[config.mk]
export PLATFORM = sky130hd
export DESIGN_NAME = alu_wb_buffer
export DESIGN_NICKNAME = d
export VERILOG_FILES = /design/src/rtl/alu_wb_buffer.sv
export SDC_FILE = /design/constraint.sdc
export NUM_CORES = 1
export LEC_CHECK = 0
export ABC_AREA = 0
export CAP_MARGIN = 20
export CORE_AREA = 10 10 94 112
export DETAILED_ROUTE_END_ITERATION = 10
export DIE_AREA = 0 0 104 122
export PLACE_DENSITY = 0.76
export SLEW_MARGIN = 25
export SYNTH_ARGS = -nofsm -noshare
export SYNTH_HDL_FRONTEND = slang
export SYNTH_SLANG_ARGS = --single-unit
[constraint.sdc]
create_clock -name clk -period 7.6 [get_ports clk]
set_input_delay 1.52 -clock clk [delete_from_list [all_inputs] [get_ports clk]]
set_output_delay 1.52 -clock clk [all_outputs]
set_load 0.01 [all_outputs]
[src/rtl/alu_wb_buffer.sv]
// alu_wb_buffer: FIFO of ALU results {result, overflow, func} with overflow tracking.
// Optional macro ALU_WB_BUFFER_BYPASS_EN lets the input pass straight through to
// the output when the FIFO is empty and the consumer is ready.
module alu_wb_buffer #(
   parameter int DATA_WIDTH = 16,
   parameter int DEPTH      = 4
) (
   input  logic                       clk,
   input  logic                       reset_n,
   input  logic                       in_valid,
   input  logic [DATA_WIDTH-1:0]      in_result,
   input  logic                       in_overflow,
   input  logic [3:0]                 in_func,
   output logic                       in_ready,
   output logic                       out_valid,
   output logic [DATA_WIDTH-1:0]      out_result,
   output logic                       out_overflow,
   output logic [3:0]                 out_func,
   input  logic                       out_ready,
   output logic [$clog2(DEPTH):0]     count,
   output logic                       sticky_ovf,
   input  logic                       clear_sticky,
   output logic [7:0]                 ovf_count
);
   localparam int AW = $clog2(DEPTH);
   localparam logic [AW:0] FULL_CNT = (AW+1)'(DEPTH);
   typedef enum logic [1:0] {EMPTY, PARTIAL, FULL} state_t;
   state_t state, state_d;
   logic [DATA_WIDTH-1:0] mem_result [DEPTH];
   logic                  mem_ovf    [DEPTH];
   logic [3:0]            mem_func   [DEPTH];
   logic [AW-1:0] wr_ptr, rd_ptr;
   logic [AW:0]   count_d;
   logic fifo_valid, bypass, accept, push, pop, ovf_push;
   assign in_ready   = state != FULL;
   assign fifo_valid = state != EMPTY;
   assign accept     = in_valid && in_ready;
   assign push       = accept && !bypass;
   assign pop        = fifo_valid && out_ready;
   assign ovf_push   = accept && in_overflow;
   assign count_d    = count + (AW+1)'(push) - (AW+1)'(pop);
`ifdef ALU_WB_BUFFER_BYPASS_EN
   assign bypass       = !fifo_valid && in_valid && out_ready;
   assign out_valid    = fifo_valid || bypass;
   assign out_result   = bypass ? in_result   : fifo_valid ? mem_result[rd_ptr] : '0;
   assign out_overflow = bypass ? in_overflow : fifo_valid && mem_ovf[rd_ptr];
   assign out_func     = bypass ? in_func     : fifo_valid ? mem_func[rd_ptr] : 4'd0;
`else
   assign bypass       = 1'b0;
   assign out_valid    = fifo_valid;
   assign out_result   = fifo_valid ? mem_result[rd_ptr] : '0;
   assign out_overflow = fifo_valid && mem_ovf[rd_ptr];
   assign out_func     = fifo_valid ? mem_func[rd_ptr] : 4'd0;
`endif
   // next occupancy state follows the post-update count
   always_comb begin
      state_d = count_d == '0 ? EMPTY : count_d == FULL_CNT ? FULL : PARTIAL;
   end
   // occupancy state register
   always_ff @(posedge clk) begin
      if (!reset_n) state <= EMPTY;
      else state <= state_d;
   end
   // pointers and count; pointers wrap naturally since DEPTH is a power of two
   always_ff @(posedge clk) begin
      if (!reset_n) begin
         wr_ptr <= '0;
         rd_ptr <= '0;
         count  <= '0;
      end else begin
         wr_ptr <= wr_ptr + AW'(push);
         rd_ptr <= rd_ptr + AW'(pop);
         count  <= count_d;
      end
   end
   // entry storage; contents are masked at the output while empty so no reset needed
   always_ff @(posedge clk) begin
      if (reset_n && push) begin
         mem_result[wr_ptr] <= in_result;
         mem_ovf[wr_ptr]    <= in_overflow;
         mem_func[wr_ptr]   <= in_func;
      end
   end
   // sticky overflow: a new overflow wins over a simultaneous clear
   always_ff @(posedge clk) begin
      if (!reset_n) sticky_ovf <= 1'b0;
      else if (ovf_push) sticky_ovf <= 1'b1;
      else if (clear_sticky) sticky_ovf <= 1'b0;
   end
   // saturating overflow counter; clear with a coincident overflow restarts at 1
   always_ff @(posedge clk) begin
      if (!reset_n) ovf_count <= 8'd0;
      else if (clear_sticky) ovf_count <= {7'd0, ovf_push};
      else if (ovf_push && ovf_count != 8'hFF) ovf_count <= ovf_count + 8'd1;
   end
endmodule

# Word-level counts from Yosys, hierarchy flattened

Memory sizes are Yosys's and may differ from the RTL's. A register that Yosys moved wholly into a read port is not among the register bits.
Index checks and enable logic that the tools add are counted.

Register bits after elaboration: 18
Bits in writable memories: 84
Bits of input ports: 26
Output and inout bits: 35
Memories kept: 3

$add $sub $neg: 5
Equality and inequality tests: 3
Multiplexer cells: 12
Bitwise gates (word level): 1
Reduce and logical (&&, ||, !) cells: 12

Memory list:

| memory     | depth | width | rd ports | clocked after Yosys merged registers in | wr ports | RTL line | RTL |
|---|---|---|---|---|---|---|---|
| mem_result | 4     | 16    | 1        | 1                                       | 1        | 29       | `logic [DATA_WIDTH-1:0] mem_result [DEPTH];` |
| mem_func   | 4     | 4     | 1        | 1                                       | 1        | 31       | `logic [3:0] mem_func [DEPTH];` |
| mem_ovf    | 4     | 1     | 1        | 1                                       | 1        | 30       | `logic mem_ovf [DEPTH];` |

Operators with widths:

| kind                                                          | count |
|---|---|
| 16-bit two-way mux                                            | 1 |
| 8-bit by 1-bit adder with 8-bit output, second input constant | 1 |
| 2-bit two-way mux                                             | 4 |
| 8-bit inequality test, second input constant                  | 1 |
| 1-bit logical AND                                             | 6 |
| 1-bit two-way mux                                             | 6 |
| 2-bit nonzero test                                            | 3 |
| 2-bit by 1-bit adder with 2-bit output                        | 2 |
| 4-bit two-way mux                                             | 1 |
| 2-bit OR reduction                                            | 2 |
| 3-bit by 1-bit adder with 3-bit output                        | 1 |
| 3-bit == test, second input constant                          | 1 |
| 3-bit zero test                                               | 1 |
| 3-bit by 1-bit subtractor with 3-bit output                   | 1 |
| 2-bit inequality test, second input constant                  | 1 |
| 1-bit NOT                                                     | 1 |

# Logic depth before layout (Yosys ltp)

Depth in word-level cells: 6
Mapped depth: 10
Mapped depth without buffers: 10

# Worst setup path after synthesis

Ideal clock, no wire load.

Path type: input-to-reg
From: input reset_n
To: memory mem_func[1][0] (enable)
Setup time: 0.430 ns
Arrival: 3.456 ns
Slack: 3.714 ns
Stages: 3
Buffers on the path: 1
Path through: clkbuf_1 nand2_1 nor3b_1

Word-level cells in the longest chain between the ends: 3

Ends and longest elaborated chain:

| what                                    | RTL line | RTL |
|---|---|---|
| from (decl)                             | 9        | `input logic reset_n,` |
| 1-bit logical AND                       | 78       | `if (reset_n && push) begin` |
| 1-bit two-way mux                       | 78       |  |
| 1-bit two-way mux (not written as such) | 81       | `mem_func[wr_ptr] <= in_func;` |
| to (decl)                               | 31       |  |

No other way between the ends.

==> impl_metrics.yaml <==
routing:
  vias: 2173
  routed_wl_microns: 7167
  avgRoutedWirePerCell_microns: 17.31
  ant_nets: 0
  dr.pass1.iters: 6
  drc: 0
  viasPerCell: 5.249
  drt_first_iter_violations: 100
timing:
  max_freq_mhz: 249.6
  rsz0062_at_grt: "no"
  maxSlewHeadroom_pct: 42.72
  worst_slew_pin_slew_ns: 0.8554
  setup_viol: 0
  setup_tns_ns: 0
  post-route-min-period_ns: 4.006
  drv_slew: 0
  clock_skew_ns: 0.009076
  min_period_over_period_pct: 52.71
  setup_slack_ns: 3.594
  hold_viol: 0
floorplan:
  initial_core_util_pct: 47.97
  io_pins: 61
  die_y_microns: 122
  rows: 37
  fp.coreArea_sq_mm: 0.008426
  dieArea_sq_mm: 0.01269
  die_w_microns: 104
critical_path:
  crit_path_end_kind: "output port"
  reg2regPathDepth: 8
  cp.arrival_ns: 2.49
  reg2reg_to: "state[0]"
  start_kind: "flip-flop"
  crit_type: "flip-flop to output port"
  reg2reg_from: "state[1]"
  crit_fanout: 23
  crit_required_ns: 6.08
  r2r_slack_ns: 4.94
yosys:
  ys_seq_area_share_pct: 71.33
  ys_warn_count: 0
  ys.flop_type: "edfxtp_1"
  async_reset_ff_share_pct: 0
  synth_nets: 258
  synth_edf_count: 84
  postSynthCellCount: 228
  synth-seq-cells: 102
  synth.avg_cell_area_sq_um: 17.73
  syn_area_sq_mm: 0.004041
  ys_types: 39
worst_hold_path:
  hp-class: "flip-flop to flip-flop"
  holdPathStages: 2
  min_from: "sticky_ovf"
  min_delay_worst_endpoint: "sticky_ovf"
cells_and_area:
  num-nets-final: 322
  seq_area_sq_mm: 0.002885
  area_growth_pct: 23.16
  multi_input_area_sq_mm: 0.001122
  drive_above_1_share_pct: 17.51
  n_antenna_cell: 0
  layout_common_cells: "edfxtp_1 (84), clkdlybuf4s50_1 (60), and2_1 (28), mux4_2 (21), dfxtp_1 (16)"
  n_fill_cell: 655
  final_common_cell: "edfxtp_1"
  post-route-cell-area_sq_mm: 0.004977
clock_tree:
  cts_max_path_buffers: 2
  cts_sinks: 102
  numCtsBuffers: 9
  htreeDepth: 3
  clk_pin_slew_ns: 0.10
  clock_latency_ns: 0.35
  postCtsHoldBufs: 0
  post_cts_buffers: 0
  cts_tree: "yes"
  cts-resized-gates: 0
  cts-root-buf: "clkbuf_8"
global_route:
  grt_first_pass_wirelength_microns: 11620
  grt_start_max_net_pins: 25
  antenna_found_initial: 0
  overflow: 0
  grt_usage_pct: 11.60
  first_global_vias: 2301
placed_design:
  placed_cell_area_sq_mm: 0.004781
  gp_congestion: 0.7465
  dp_hpwl_microns: 4790
  pre_cts_ws_ns: 3.725
  port-buffer-count: 60
power_and_ir_drop:
  p_leak_nw: 1.607
  powerDensity_mw_per_mm2: 294.6
  vdd_drop_max_uv: 174.6
flow_run:
  maxCapViolCount: 0
run_status:
  outcome: "finished clean"
power breakdown:
part | internal [mW] | total, mW | switching (mW) | leakage [nW]
logic | 0.259 | 0.427 | 0.168 | 0.599
clock network | 0.153 | 0.333 | 0.180 | 0.0976
registers | 0.655 | 0.706 | 0.0516 | 0.911
total | 1.07 | 1.47 | 0.399 | 1.61
worst max-delay path by stage:
stage,from,endpoint,slack (ns),cells after the start
global placement,in_valid,mem_result[2][11],3.77,5
detailed placement,in_valid,mem_result[2][11],3.72,5
CTS,rd_ptr[0],out_result[14],3.51,3
floorplan,reset_n,mem_func[1][0],3.71,3
global route,rd_ptr[0],out_result[14],3.38,3
finish,rd_ptr[0],out_result[14],3.59,3
cell families after synthesis:
family / count (synthesis) / synth area share [%]
AOI/OAI and AO/OA: 17 / 2.879
xor gates and xnor gates: 5 / 1.084
adders and majority gates: 4 / 1.424
buffers and inverters: 11 / 1.300
DFF: 102 / 71.33
muxes: 21 / 11.70
and+or+nand+nor: 68 / 10.28
cells in the mapped netlist, types with 4 or more instances:
cell type,number,area [sq um]
clkbuf_1,4,15.01
mux4_2,21,473.0
a21oi_1,5,25.02
edfxtp_1,84,2522
nand2_1,9,33.78
xnor2_1,4,35.03
dfxtp_1,18,360.4
and2_1,28,175.2
per-layer routing:
metal | up-vias | track usage (%) | wire (microns)
li1 | 1012 | - | -
met1 | 1084 | 13.87 | 3060
met2 | 66 | 18.85 | 3499
met3 | 11 | 4.015 | 508
met4 | 0 | 4.965 | 98
met5 | - | 0 | 0
area by class of cell:
class / instances / share of cell area [%]
sequential: 102 / 57.97
multi-input combinational: 115 / 22.55
timing repair buffer: 63 / 12.52
tap: 117 / 2.941
clock buffer: 9 / 2.489
clock inverter: 7 / 1.458
inverter: 1 / 0.07541
through the flow:
stage,cells,hold slack [ns],util (%),power (mW)
after CTS,414,0.4976,59.07,1.489
after floorplan,228,0.4998,-,0.9497
after detailed placement,398,0.4792,56.74,1.161
final,414,0.4870,59.07,1.466
after global routing,414,0.5354,59.07,1.549
after global placement,398,0.4766,56.71,1.156
critical path: stages (launching register included):
cell             delay, ns
dfxtp_2               0.88
mux4_2                0.58
and2_1                0.17
clkdlybuf4s50_1       0.50
flip-flops by register name, summed over array words and instances (netlist names):
signal and count:
count 3, mem_func 16, mem_ovf 4, mem_result 64, ovf_count 8, rd_ptr 2
state 2, sticky_ovf 1, wr_ptr 2
(Power assumes the default switching activity.)
